--- src/rtl/btb_pkg.sv ---
// Shared types and constants for the BTB update path.
package btb_pkg;

    localparam int BTB_INDEX_BITS = 10;
    localparam int BTB_TAG_BITS   = 22;

    // One resolved branch waiting to be written into the BTB.
    typedef struct packed {
        logic [31:0] pc;
        logic [31:0] target;
        logic        taken;
    } btb_update_t;

    typedef enum logic [1:0] {
        IDLE   = 2'd0,
        SETUP  = 2'd1,
        COMMIT = 2'd2,
        FLUSH  = 2'd3
    } sched_state_e;

    // Bundle the execute-stage resolution fields into one queue entry.
    function automatic btb_update_t make_update(input logic [31:0] pc,
                                                input logic [31:0] target,
                                                input logic        taken);
        btb_update_t u;
        u.pc     = pc;
        u.target = target;
        u.taken  = taken;
        return u;
    endfunction

endpackage

--- src/rtl/btb_update_fifo.sv ---
// Small FIFO of pending BTB updates with synchronous clear.
module btb_update_fifo
    import btb_pkg::*;
#(
    parameter int DEPTH = 4
) (
    input  logic                         clk,
    input  logic                         rst,
    input  logic                         push,
    input  btb_update_t                  push_data,
    input  logic                         pop,
    input  logic                         clear,
    output btb_update_t                  head,
    output logic                         full,
    output logic                         empty,
    output logic [$clog2(DEPTH+1)-1:0]   count
);

    localparam int PTR_W = $clog2(DEPTH);
    localparam int CW    = $clog2(DEPTH + 1);

    btb_update_t        mem [DEPTH];
    logic [PTR_W-1:0]   wr_ptr;
    logic [PTR_W-1:0]   rd_ptr;

    assign head  = mem[rd_ptr];
    assign full  = (count == CW'(DEPTH));
    assign empty = (count == '0);

    // Pointer and occupancy bookkeeping; clear wins over any push/pop.
    always_ff @(posedge clk or posedge rst) begin
        if (rst) begin
            wr_ptr <= '0;
            rd_ptr <= '0;
            count  <= '0;
        end else if (clear) begin
            wr_ptr <= '0;
            rd_ptr <= '0;
            count  <= '0;
        end else begin
            if (push) wr_ptr <= wr_ptr + PTR_W'(1);
            if (pop)  rd_ptr <= rd_ptr + PTR_W'(1);
            if (push && !pop)      count <= count + CW'(1);
            else if (!push && pop) count <= count - CW'(1);
        end
    end

    // Entry storage; contents are only meaningful below the occupancy count.
    always_ff @(posedge clk) begin
        if (push && !clear) mem[wr_ptr] <= push_data;
    end

endmodule

--- src/rtl/btb_update_scheduler.sv ---
// Sequences resolved-branch updates into the BTB write port as
// SETUP/COMMIT pairs and owns the single-cycle BTB flush.
module btb_update_scheduler
    import btb_pkg::*;
#(
    parameter int DEPTH = 4,
    parameter int CNT_W = 16
) (
    input  logic                        btb_upd_clk,
    input  logic                        btb_upd_reset,
    input  logic                        ex_valid,
    output logic                        ex_ready,
    input  logic [31:0]                 ex_pc,
    input  logic [31:0]                 ex_target,
    input  logic                        ex_taken,
    input  logic                        stall,
    input  logic                        flush_req,
    output logic                        flush_ack,
    output logic                        btb_write,
    output logic [31:0]                 btb_new_pc,
    output logic [31:0]                 btb_data,
    output logic                        btb_branch_taken,
    output logic                        btb_reset,
    output logic [$clog2(DEPTH+1)-1:0]  queue_count,
    output logic [CNT_W-1:0]            upd_count
);

    sched_state_e state;
    sched_state_e state_next;

    btb_update_t  in_upd;
    btb_update_t  fifo_head;
    btb_update_t  head_sel;
    logic         fifo_full;
    logic         fifo_empty;
    logic         fifo_push;
    logic         fifo_pop;
    logic         push;
    logic         avail;
    logic         start;

    // Fullness is judged before any same-cycle pop, so a full queue refuses.
    assign ex_ready = !fifo_full && (state != FLUSH);
    assign push     = ex_valid && ex_ready;
    assign in_upd   = make_update(ex_pc, ex_target, ex_taken);

    // An offer arriving at an empty queue can start immediately; it bypasses
    // the storage so SETUP follows the push by a single edge.
    assign avail     = !fifo_empty || push;
    assign head_sel  = fifo_empty ? in_upd : fifo_head;
    assign fifo_pop  = start && !fifo_empty;
    assign fifo_push = push && !(start && fifo_empty);

    btb_update_fifo #(
        .DEPTH (DEPTH)
    ) u_fifo (
        .clk       (btb_upd_clk),
        .rst       (btb_upd_reset),
        .push      (fifo_push),
        .push_data (in_upd),
        .pop       (fifo_pop),
        .clear     (state == FLUSH),
        .head      (fifo_head),
        .full      (fifo_full),
        .empty     (fifo_empty),
        .count     (queue_count)
    );

    // Next-state decode; start marks the cycle an update leaves the queue.
    always_comb begin
        state_next = state;
        start      = 1'b0;
        case (state)
            IDLE: begin
                if (flush_req) begin
                    state_next = FLUSH;
                end else if (avail && !stall) begin
                    start      = 1'b1;
                    state_next = SETUP;
                end
            end
            SETUP: begin
                state_next = COMMIT;
            end
            COMMIT: begin
                if (flush_req) begin
                    state_next = FLUSH;
                end else if (avail && !stall) begin
                    start      = 1'b1;
                    state_next = SETUP;
                end else begin
                    state_next = IDLE;
                end
            end
            FLUSH: begin
                state_next = IDLE;
            end
            default: begin
                state_next = IDLE;
            end
        endcase
    end

    // Scheduler state register.
    always_ff @(posedge btb_upd_clk or posedge btb_upd_reset) begin
        if (btb_upd_reset) state <= IDLE;
        else               state <= state_next;
    end

    // Registered BTB strobes and the held update payload for the pair.
    always_ff @(posedge btb_upd_clk or posedge btb_upd_reset) begin
        if (btb_upd_reset) begin
            btb_write        <= 1'b0;
            btb_reset        <= 1'b0;
            flush_ack        <= 1'b0;
            btb_new_pc       <= '0;
            btb_data         <= '0;
            btb_branch_taken <= 1'b0;
        end else begin
            btb_write <= (state_next == COMMIT);
            btb_reset <= (state_next == FLUSH);
            flush_ack <= (state_next == FLUSH);
            if (start) begin
                btb_new_pc       <= head_sel.pc;
                btb_data         <= head_sel.target;
                btb_branch_taken <= head_sel.taken;
            end
        end
    end

    // Committed-update counter; survives flush and wraps naturally.
    always_ff @(posedge btb_upd_clk or posedge btb_upd_reset) begin
        if (btb_upd_reset)        upd_count <= '0;
        else if (state == COMMIT) upd_count <= upd_count + CNT_W'(1);
    end

endmodule

--- config.mk ---
export PLATFORM = sky130hd
export DESIGN_NAME = btb_update_scheduler
export DESIGN_NICKNAME = d
export VERILOG_FILES = /design/src/rtl/btb_pkg.sv /design/src/rtl/btb_update_fifo.sv /design/src/rtl/btb_update_scheduler.sv
export SDC_FILE = /design/constraint.sdc
export NUM_CORES = 1
export LEC_CHECK = 0
export ABC_AREA = 1
export BUFFER_PORTS_ARGS = -buffer_cell sky130_fd_sc_hd__buf_2
export CORE_AREA = 2 2 155 187
export CTS_BUF_LIST = sky130_fd_sc_hd__clkbuf_4
export CTS_CLUSTER_DIAMETER = 120
export CTS_CLUSTER_SIZE = 8
export DETAILED_ROUTE_END_ITERATION = 8
export DIE_AREA = 0 0 157 189
export HOLD_SLACK_MARGIN = 0.12
export PLACE_DENSITY = 0.72
export SETUP_SLACK_MARGIN = 0.15
export SLEW_MARGIN = 30
export SYNTH_ARGS = -nofsm -noshare
export SYNTH_HDL_FRONTEND = slang
export SYNTH_SLANG_ARGS = --single-unit
--- constraint.sdc ---
create_clock -name btb_upd_clk -period 5.44 [get_ports btb_upd_clk]
set_input_delay 0.816 -clock btb_upd_clk [delete_from_list [all_inputs] [get_ports btb_upd_clk]]
set_output_delay 0.816 -clock btb_upd_clk [all_outputs]
set_load 0.005 [all_outputs]
* Word level (Yosys, flattened, before mapping)
Memory sizes are Yosys's and may differ from the RTL's.
Cells that the tools add are included.
** Word-level totals
- Memory bits (read-only) :: 0
- Memories :: 1
- Bits in writable memories :: 260
- Input bits :: 70
- Word-level logic and storage cells :: 64
- Register bits :: 92
- Bits in latches :: 0
** Memory list
- u_fifo.mem :: words 4, bits a word 65, read ports 1, clocked after Yosys merged registers in 0, wr ports 1, line btb_update_fifo.sv:22 : btb_update_t mem [DEPTH];
** Operators by class
- Bitwise operators :: 0
- Divide/modulo/power cells :: 0
- Equal/unequal tests :: 7
- Reductions and logical operators :: 23
- Multipliers :: 0
- Shifts and indexed selects :: 0
- Order comparisons :: 0
- Muxes and demuxes :: 18
- Add/subtract/negate cells :: 5
** Operators with widths (number)
- $mux 65 :: 1
- $add 16x1->16 const B :: 1
- $mux 2 :: 7
- $logic_and 1x1->1 :: 9
- $mux 3 :: 3
- $eq 2x2->1 const B :: 4
- $pmux 2 s4 :: 1
- $logic_not 1->1 :: 7
- $mux 1 :: 6
- $add 2x1->2 const B :: 2
- $reduce_bool 2->1 :: 2
- $add 3x1->3 const B :: 1
- $eq 3x3->1 const B :: 1
- $logic_not 3->1 :: 1
- $reduce_bool 3->1 :: 1
- $sub 3x1->3 const B :: 1
- $eq 2x1->1 const B :: 1
- $logic_not 2->1 :: 1
- $ne 2x2->1 const B :: 1
- $reduce_or 2->1 :: 1
- $logic_or 1x1->1 :: 1

* Longest topological paths before layout
Gate-level depths: netlist of the first run.
- Word-level depth :: 17
- Gate-level depth with buffers :: 11
- Depth with buffers taken out :: 8

* Modules after synthesis
A second synthesis of the first run with hierarchy kept.
** Second synthesis, totals
- Cells, all modules :: 1291
- Area, all modules :: 14861.8 µm²
** By module, submodules not included
- btb_update_fifo :: instances 1, sequential area each 7982.7 µm², area an instance 10552.6 µm², cells each 691
- btb_update_scheduler :: instances 1, sequential area each 2127.0 µm², area an instance 4309.1 µm², cells each 600

* Least setup slack after synthesis of the first run
Ideal clock, no wire load.
- Kind :: input port to flip-flop
- Start point :: input ex_valid
- End point :: memory u_fifo.mem[0][0] in the netlist's numbering, enable pin
- Data required time :: 4.952 ns
- Setup time :: 0.488 ns
- Cell stages on the path :: 4
- Arrival :: 3.805 ns
- Path slack :: 1.146 ns
- Cell sequence :: nand3_2 inv_1 o31ai_2 nor2_1
** Between the ends
- Longest elaborated chain between the ends :: 12
** Ends and longest elaborated chain
- start, declared :: line btb_update_scheduler.sv:11 : input logic ex_valid,
- $logic_and 1x1->1 (*) :: line btb_update_scheduler.sv:44 : assign push = ex_valid && ex_ready;
- $logic_or 1x1->1 :: line btb_update_scheduler.sv:49 : assign avail = !fifo_empty || push;
- $logic_and 1x1->1 :: line btb_update_scheduler.sv:77, btb_update_scheduler.sv:88
- $mux 1 :: line btb_update_scheduler.sv:77, btb_update_scheduler.sv:88
- $mux 1 :: line btb_update_scheduler.sv:75 : if (flush_req) begin
- $mux 1
- $logic_and 1x1->1 :: line btb_update_scheduler.sv:52 : assign fifo_push = push && !(start && fifo_empty);
- $logic_not 1->1 :: line btb_update_scheduler.sv:52
- $logic_and 1x1->1 (*) :: line btb_update_scheduler.sv:52
- $logic_and 1x1->1 (*) :: line btb_update_fifo.sv:50 : if (push && !clear) mem[wr_ptr] <= push_data;
- $mux 1 (*) :: line btb_update_fifo.sv:50
- $mux 1 (implied by the code) (*) :: line btb_update_fifo.sv:50
- end, declared :: line btb_update_fifo.sv:22
Mark *: on every way between the ends. The rest lies on a longest branch, timed or not.

* Final worst setup path of the first run
- Start point :: register u_fifo.count[2]
- End point :: memory u_fifo.mem[3][45] in the netlist's numbering, enable pin
** Between the ends
- Longest elaborated chain between the ends :: 15
- Elaborated cells on any way between the ends :: 17
- Classes of those cells :: eq/ne: 1; mux: 5; reduce/logical: 11
** Ends and longest elaborated chain
- start, declared :: line btb_update_fifo.sv:16 : output logic [$clog2(DEPTH+1)-1:0] count
- start signal, assigned :: line btb_update_fifo.sv:43 : if (push && !pop) count <= count + CW'(1);
- start signal, assigned :: line btb_update_fifo.sv:44 : else if (!push && pop) count <= count - CW'(1);
- $eq 3x3->1 :: line btb_update_fifo.sv:27 : assign full = (count == CW'(DEPTH));
- $logic_not 1->1 :: line btb_update_scheduler.sv:43 : assign ex_ready = !fifo_full && (state != FLUSH);
- $logic_and 1x1->1 :: line btb_update_scheduler.sv:43
- $logic_and 1x1->1 :: line btb_update_scheduler.sv:44
- $logic_or 1x1->1 :: line btb_update_scheduler.sv:49
- $logic_and 1x1->1 :: line btb_update_scheduler.sv:77, btb_update_scheduler.sv:88
- $mux 1 :: line btb_update_scheduler.sv:77, btb_update_scheduler.sv:88
- $mux 1 :: line btb_update_scheduler.sv:75
- $mux 1
- $logic_and 1x1->1 :: line btb_update_scheduler.sv:52
- $logic_not 1->1 :: line btb_update_scheduler.sv:52
- $logic_and 1x1->1 (*) :: line btb_update_scheduler.sv:52
- $logic_and 1x1->1 (*) :: line btb_update_fifo.sv:50
- $mux 1 (*) :: line btb_update_fifo.sv:50
- $mux 1 (implied by the code) (*) :: line btb_update_fifo.sv:50
Marked as above.

==> metrics.md, run 1 <==
| Metric | Value |
|---|---|
| CP Launch Type | flip-flop |
| Synth Cell Area | between 10,000 and 15,000 um2 |
| Total gr overflow | 0 |
| Register area | roughly 10,000 um2 |
| Num CTS Buffers | slightly below 50 |
| First-pass GRT wire length | 51,200 um |
| RSZ-0062 raised after global routing | no |
| Worst Hold Class | input port to async pin |
| Port-buffer cells | about 160 |
| Initial Util | 53.3% |
| CP dominant cell by count | buf_4 |
| Hold_ws | roughly 0.16 ns |
| Worst-skew pair later-pin latency | 0.67 ns |
| Pwr/cell area | roughly 500 nW/um2 |
| Design area | 16,500 um2 |
| Cell count after placement | 1,893 |
| Largest net degree at the start of global routing | 120 |
| Worst Max-Slew Pin Slew | approximately 0.97 ns |
| Commonest non-fill, non-tap cells in the layout | 566 x nand2_1, 260 x edfxtp_1, 157 x buf_2 |
| Sw frac | 36.7% |
| Synth warn | 0 |
| Fin crit share | 52.3% |
| Slowest CP cell | buf_4 |
| Die H | approximately 190 um |
| Leakage | about 7.3 nW |
| Gpl congestion | between 0.7 and 0.8 |
| Routed WL per cell | about 16 um |
| Sequential area share after synthesis | between 60% and 70% |
| Clock Root Buffer | clkbuf_4 |
| Vias in the first global route | approximately 10k |
| Syn_nets | around 1.5k |
| Syn Inst Count | around 1.4k |
| Crit Path Class | flip-flop to flip-flop |
| Multi-input logic area | a little under 4000 um2 |
| Tmin final | 2.84 ns |
| Total Neg Setup Slack | 0 ns |
| CTS tree | yes |
| Slowest cell delay on critical path | 0.75 ns |
| Most used flip-flop cell after synthesis | edfxtp_1 |
| DP Worst Slack | between 2 and 2.5 ns |
| Fin nets | ~1.6k |
| DP HPWL | between 15,000 and 20,000 um |
| Final Hold Fails | 0 |
| DRT Wirelength | 31,600 um |
| Placed cell area | approximately 16,000 um2 |
| Clock share of power | 20.2% |
| FP Rows | 67 |
| Max Fclk | around 350 MHz |
| Initial antenna violation count | 3 |
| CORE AREA | ~28,000 um2 |
| Status | complete, no violations |
| Yosys top cell by area | edfxtp_1 |
| Seq pwr share | between 40% and 50% |
| I/O pin cnt | 158 |
| Layout cells sized above 1 | 17.6% |
| CP Cell Sequence | inv_1 -> nand2_2 -> buf_4 -> o31ai_4 -> nor2_4 -> buf_4 |
| Setup-failing EPs final | 0 |
| 1st-iter DRT viols | 754 |
| Floorplan die width | roughly 160 um |
| Post-synth cell types | 29 |
| Commonest non-fill, non-tap cell in the layout | nand2_1 |
| Async SR Flop Fraction | 26.1% |
| Synth Register Bits | roughly 350 |
| Area grow syn2layout | 11.6% |
| NetSw | roughly 3.0 mW |
| Hold Buf Count CTS | 0 |
| Main area contributors after synthesis | edfxtp_1 53%, dfrtp_1 16%, nand2_1 14% |
| Internal | slightly above 5 mW |
| CP arrival | approximately 3.1 ns |
| Proportion of netlist area held by the largest area contributor | 52.8% |
| Crit-path max FO | between 60 and 70 |
| Relative slew slack | approximately a third |
| Maximum VDD drop | approximately 0.00056 V |
| EDFF count, synth | 260 |
| CTS Sinks | 352 |
| Syn_area_per_cell | around 10 um2 |
| Worst clock skew | about 0.03 ns |
| Vias | just over 10k |
| Layout Cells excl Fill | 1,988 |
| DRC errors left | 0 |
| Final Max Slew Viols | 0 |
| # fillers | about 2.2k |
| Worst endpoint required time | ~5.7 ns |
| Final worst slack | approximately 2.6 ns |
| Vias per cell | between 5 and 6 |
| Max-Cap Viols | 0 |
| H-tree Lvls | 2 |
| Clock Pin Slew Worst Setup and Hold Paths | roughly 0.090 ns |
| Worst Setup End Kind | flip-flop |
| Total die area | 29,700 um2 |
| Final ANT Viol Nets | 0 |
| Clk buf depth | 3 |
| Post-CTS Setup Repair Bufs | 0 |
| Cts repair resizes | 0 |
| Drt pass-1 iters | 7 |
| Combinational power share | roughly 34% |
| Gr usage total | a little over a fifth |
layer usage:
layer / up-vias / global-route usage [%] / wire (um)
met5: - / 0 / 0
met4: 0 / 7.06 / 720
met3: 51 / 4.49 / 2080
met2: 293 / 37.1 / 15500
met1: 4862 / 28.2 / 13300
li1: 4947 / - / -
final timing paths:
kind / from / slack, ns / cells past startpoint / endpoint
min in group btb_upd_clk: ex_target[25] / 0.37 / 1 / u_fifo.mem[3][26]
max in group asynchronous: btb_upd_reset / 4.06 / 3 / u_fifo.rd_ptr[0]
hold / removal: btb_upd_reset / 0.16 / 2 / btb_data[28]
setup / recovery: u_fifo.count[2] / 2.60 / 6 / u_fifo.mem[3][45]
setup reg to reg: u_fifo.count[2] / 2.60 / 6 / u_fifo.mem[3][45]
hold reg to reg: btb_new_pc[18] / 0.48 / 2 / btb_new_pc[18]
worst max-delay path, delay by kind of cell (launching register included):
kind	cells	cell delay, ns
AOI/OAI and AO/OA	1	0.24
and+or+nand+nor	2	0.20
DFF	1	0.41
buffers and inverters	3	1.55
state kept, by name, indices dropped and copies added, names as in the netlist:
name and cells:
u_fifo.wr_ptr 2, upd_count 16, u_fifo.rd_ptr 2, u_fifo.mem 260, btb_branch_taken 1, btb_new_pc 32, state 2, u_fifo.count 3
btb_data 32, btb_write 1, btb_reset 1
synth_stat cells, drive strengths merged, types with 2 or more instances:
cell and number:
edfxtp 260, o211ai 65, nand2 570, clkbuf 10
xnor2 8, inv 97, dfrtp 92, buf 62
nor2 157, o21ai 68, ha 6, nand3 7
o22ai 2, xor2 7, nand4 2
final cells by class:
class	instances	share of cell area, %
multi-input combinational	897	23.9
clock inverter	2	0.227
timing repair buffer	168	5.35
sequential	352	61.3
clock buffer	89	4.05
antenna	4	0.0606
tap	379	2.87
inverter	97	2.24
cell families after synthesis:
group                    Yosys count  share of synthesized area, %
flip-flops                       352                          68.4
adder cells (fa/ha/maj)            7                         0.643
AND/OR/NAND/NOR                  737                          19.0
buffers and inverters            169                          5.21
XOR/XNOR                          15                         0.889
AO/OA/AOI/OAI                    138                          5.85
stage by stage:
step	total power, mW	util (%)
3_5_place_dp	6.63	56.9
3_3_place_gp	6.58	56.8
6_report	8.20	59.5
5_1_grt	8.85	59.5
4_1_cts	8.30	59.4
2_1_floorplan	5.79	-
power by group through the flow:
stage / Clock, mW / Combinational [mW] / Sequential (mW)
floorplan: 0 / 2.01 / 3.77
global placement: 0 / 2.74 / 3.84
detailed placement: 0 / 2.78 / 3.85
CTS: 1.71 / 2.80 / 3.80
global route: 1.81 / 3.18 / 3.85
finish: 1.66 / 2.76 / 3.79
(Power assumes the default switching activity.)
==> run 2, diff against run 1 <==
--- a/config.mk
+++ b/config.mk
@@ -14,7 +14,7 @@
 export DETAILED_ROUTE_END_ITERATION = 8
 export DIE_AREA = 0 0 157 189
 export HOLD_SLACK_MARGIN = 0.12
-export PLACE_DENSITY = 0.72
+export PLACE_DENSITY = 0.75
 export SETUP_SLACK_MARGIN = 0.15
 export SLEW_MARGIN = 30
 export SYNTH_ARGS = -nofsm -noshare
==> constraint.sdc (replaced) <==
create_clock -name btb_upd_clk -period 2.6 [get_ports btb_upd_clk]
set_input_delay 0.39 -clock btb_upd_clk [delete_from_list [all_inputs] [get_ports btb_upd_clk]]
set_output_delay 0.39 -clock btb_upd_clk [all_outputs]
set_load 0.005 [all_outputs]
==> metrics.md, run 2 (same netlist as run 1, synthesis figures left out) <==
| Metric | Value |
|---|---|
| RSZ-0062 raised after global routing | no |
| Vias in the first global route | roughly 10k |
| Pwr/cell area | about 1000 nW/um2 |
| CP Launch Type | flip-flop |
| H-tree Lvls | 2 |
| Gr usage total | 22.3% |
| CP arrival | 2.37 ns |
| Layout cells sized above 1 | around 17% |
| Area grow syn2layout | 17.4% |
| Final Power | about 17 mW |
| Crit Path Class | flip-flop to flip-flop |
| Vias | roughly 10k |
| Total gr overflow | 0 |
| Clock Root Buffer | clkbuf_4 |
| Commonest non-fill, non-tap cells in the layout | 566 x nand2_1, 260 x edfxtp_1, 157 x buf_2 |
| Total die area | slightly below 30,000 um2 |
| Worst Hold Class | input port to async pin |
| Final Max Slew Viols | 0 |
| Setup-failing EPs final | 0 |
| Die H | 189 um |
| Crit-path max FO | 28 |
| Initial antenna violation count | 2 |
| Reg-to-reg endpoint | u_fifo.mem[3][36] |
| Commonest non-fill, non-tap cell in the layout | nand2_1 |
| Port-buffer cells | ~160 |
| Worst Max-Slew Pin Slew | 0.860 ns |
| Fin util | 62.6% |
| Max-Cap Viols | 0 |
| CTS tree | yes |
| CTS Sinks | around 350 |
| R2R cell count | 7 |
| Final Hold Fails | 0 |
| DP Worst Slack | ~0.60 ns |
| I/O pin cnt | 158 |
| 1st-iter DRT viols | between 800 and 900 |
| Initial Util | between 50% and 60% |
| Max Fclk | 502 MHz |
| Routed WL per cell | between 15 and 20 um |
| DRC errors left | 0 |
| Gpl congestion | roughly 0.78 |
| Final worst slack | roughly 0.61 ns |
| Num CTS Buffers | between 40 and 50 |
| Relative slew slack | roughly 43% |
| Reg-to-Reg Start | state[0] |
| Floorplan die width | 157 um |
| Max reg flops | between 200 and 300 |
| DRT Wirelength | around 32,000 um |
| Total Neg Setup Slack | 0 ns |
| Reg2reg setup slack | between 0.6 and 0.7 ns |
| Clk buf depth | 3 |
| Largest registers | u_fifo.mem x260, btb_data x32, btb_new_pc x32 |
| Clock Pin Slew Worst Setup and Hold Paths | roughly 0.10 ns |
| Cts repair resizes | 0 |
| Fin crit share | about three quarters |
| Top reg by flops | u_fifo.mem |
| Vias per cell | ~5 |
| Hold_ws | 0.380 ns |
| DP HPWL | 18,600 um |
| Largest net degree at the start of global routing | 196 |
| Worst-skew pair later-pin latency | roughly 0.70 ns |
| CORE AREA | ~28,000 um2 |
| Worst clock skew | approximately 0.049 ns |
| First-pass GRT wire length | 52,200 um |
| Tmin final | 1.99 ns |
| Maximum VDD drop | around 0.0009 V |
| Leakage | ~7.7 nW |
| Hold Buf Count CTS | 70 |
| Status | complete, no violations |
| Worst endpoint required time | 2.98 ns |
| Post-CTS Setup Repair Bufs | 0 |
| Drt pass-1 iters | 6 |
| FP Rows | 67 |
| Final ANT Viol Nets | 0 |
| Worst Setup End Kind | flip-flop |
| Critical Path Start | state[0] |
| Fin nets | between 1.5k and 2k |
run 2: cell types whose count changed in the layout (fill, tap and decap cells not counted), sizes merged:
cell,delta
dlygate4sd3,+70
buf,+12
diode,-2
bufinv,-1
clkbuf,+1
run 2: worst max path at each step:
stage / to / slack, ns / cells after the start
2_1_floorplan: u_fifo.mem[0][0] / -0.36 / 5
3_3_place_gp: u_fifo.mem[3][28] / 0.66 / 7
3_5_place_dp: u_fifo.mem[3][31] / 0.60 / 7
4_1_cts: u_fifo.mem[3][39] / 0.59 / 7
5_1_grt: u_fifo.mem[3][39] / 0.49 / 7
6_report: u_fifo.mem[3][36] / 0.61 / 7
run 2: power breakdown:
part / switching [mW] / internal (mW) / total (mW)
Combinational: 4.04 / 2.18 / 6.22
Sequential: 0.479 / 7.26 / 7.74
Clock: 1.83 / 1.53 / 3.37
run 2: metrics by stage:
| stage | instances | cell area, um2 |
|---|---|---|
| after floorplan | 1418 | 14800 |
| after global placement | 1905 | 16000 |
| after detailed placement | 1905 | 16000 |
| after CTS | 2066 | 17400 |
| after global routing | 2067 | 17400 |
| final | 2068 | 17400 |
run 2: layer usage:
metal / share of wire [%] / track usage, %
met1: 42 / 28.8
met2: 49 / 37.9
met3: 5.7 / 4.07
met4: 2.7 / 7.69
met5: 0 / 0
run 2: cell type report:
class | instances | area (um2)
Tap cell | 379 | 474
Clock inverter | 1 | 3.75
Fill cell | 2167 | 10400
Timing Repair Buffer | 250 | 1770
Sequential cell | 352 | 10100
Clock buffer | 90 | 676
Inverter | 97 | 370
Antenna cell | 2 | 5.00
Multi-Input combinational cell | 897 | 3940
run 2: worst max-delay path: stages (launching register included):
cell,delay (ns)
dfrtp_1,0.43
nand2_2,0.16
nand3_2,0.12
inv_1,0.08
o31ai_2,0.06
buf_4,0.19
nor2_4,0.37
buf_12,0.27
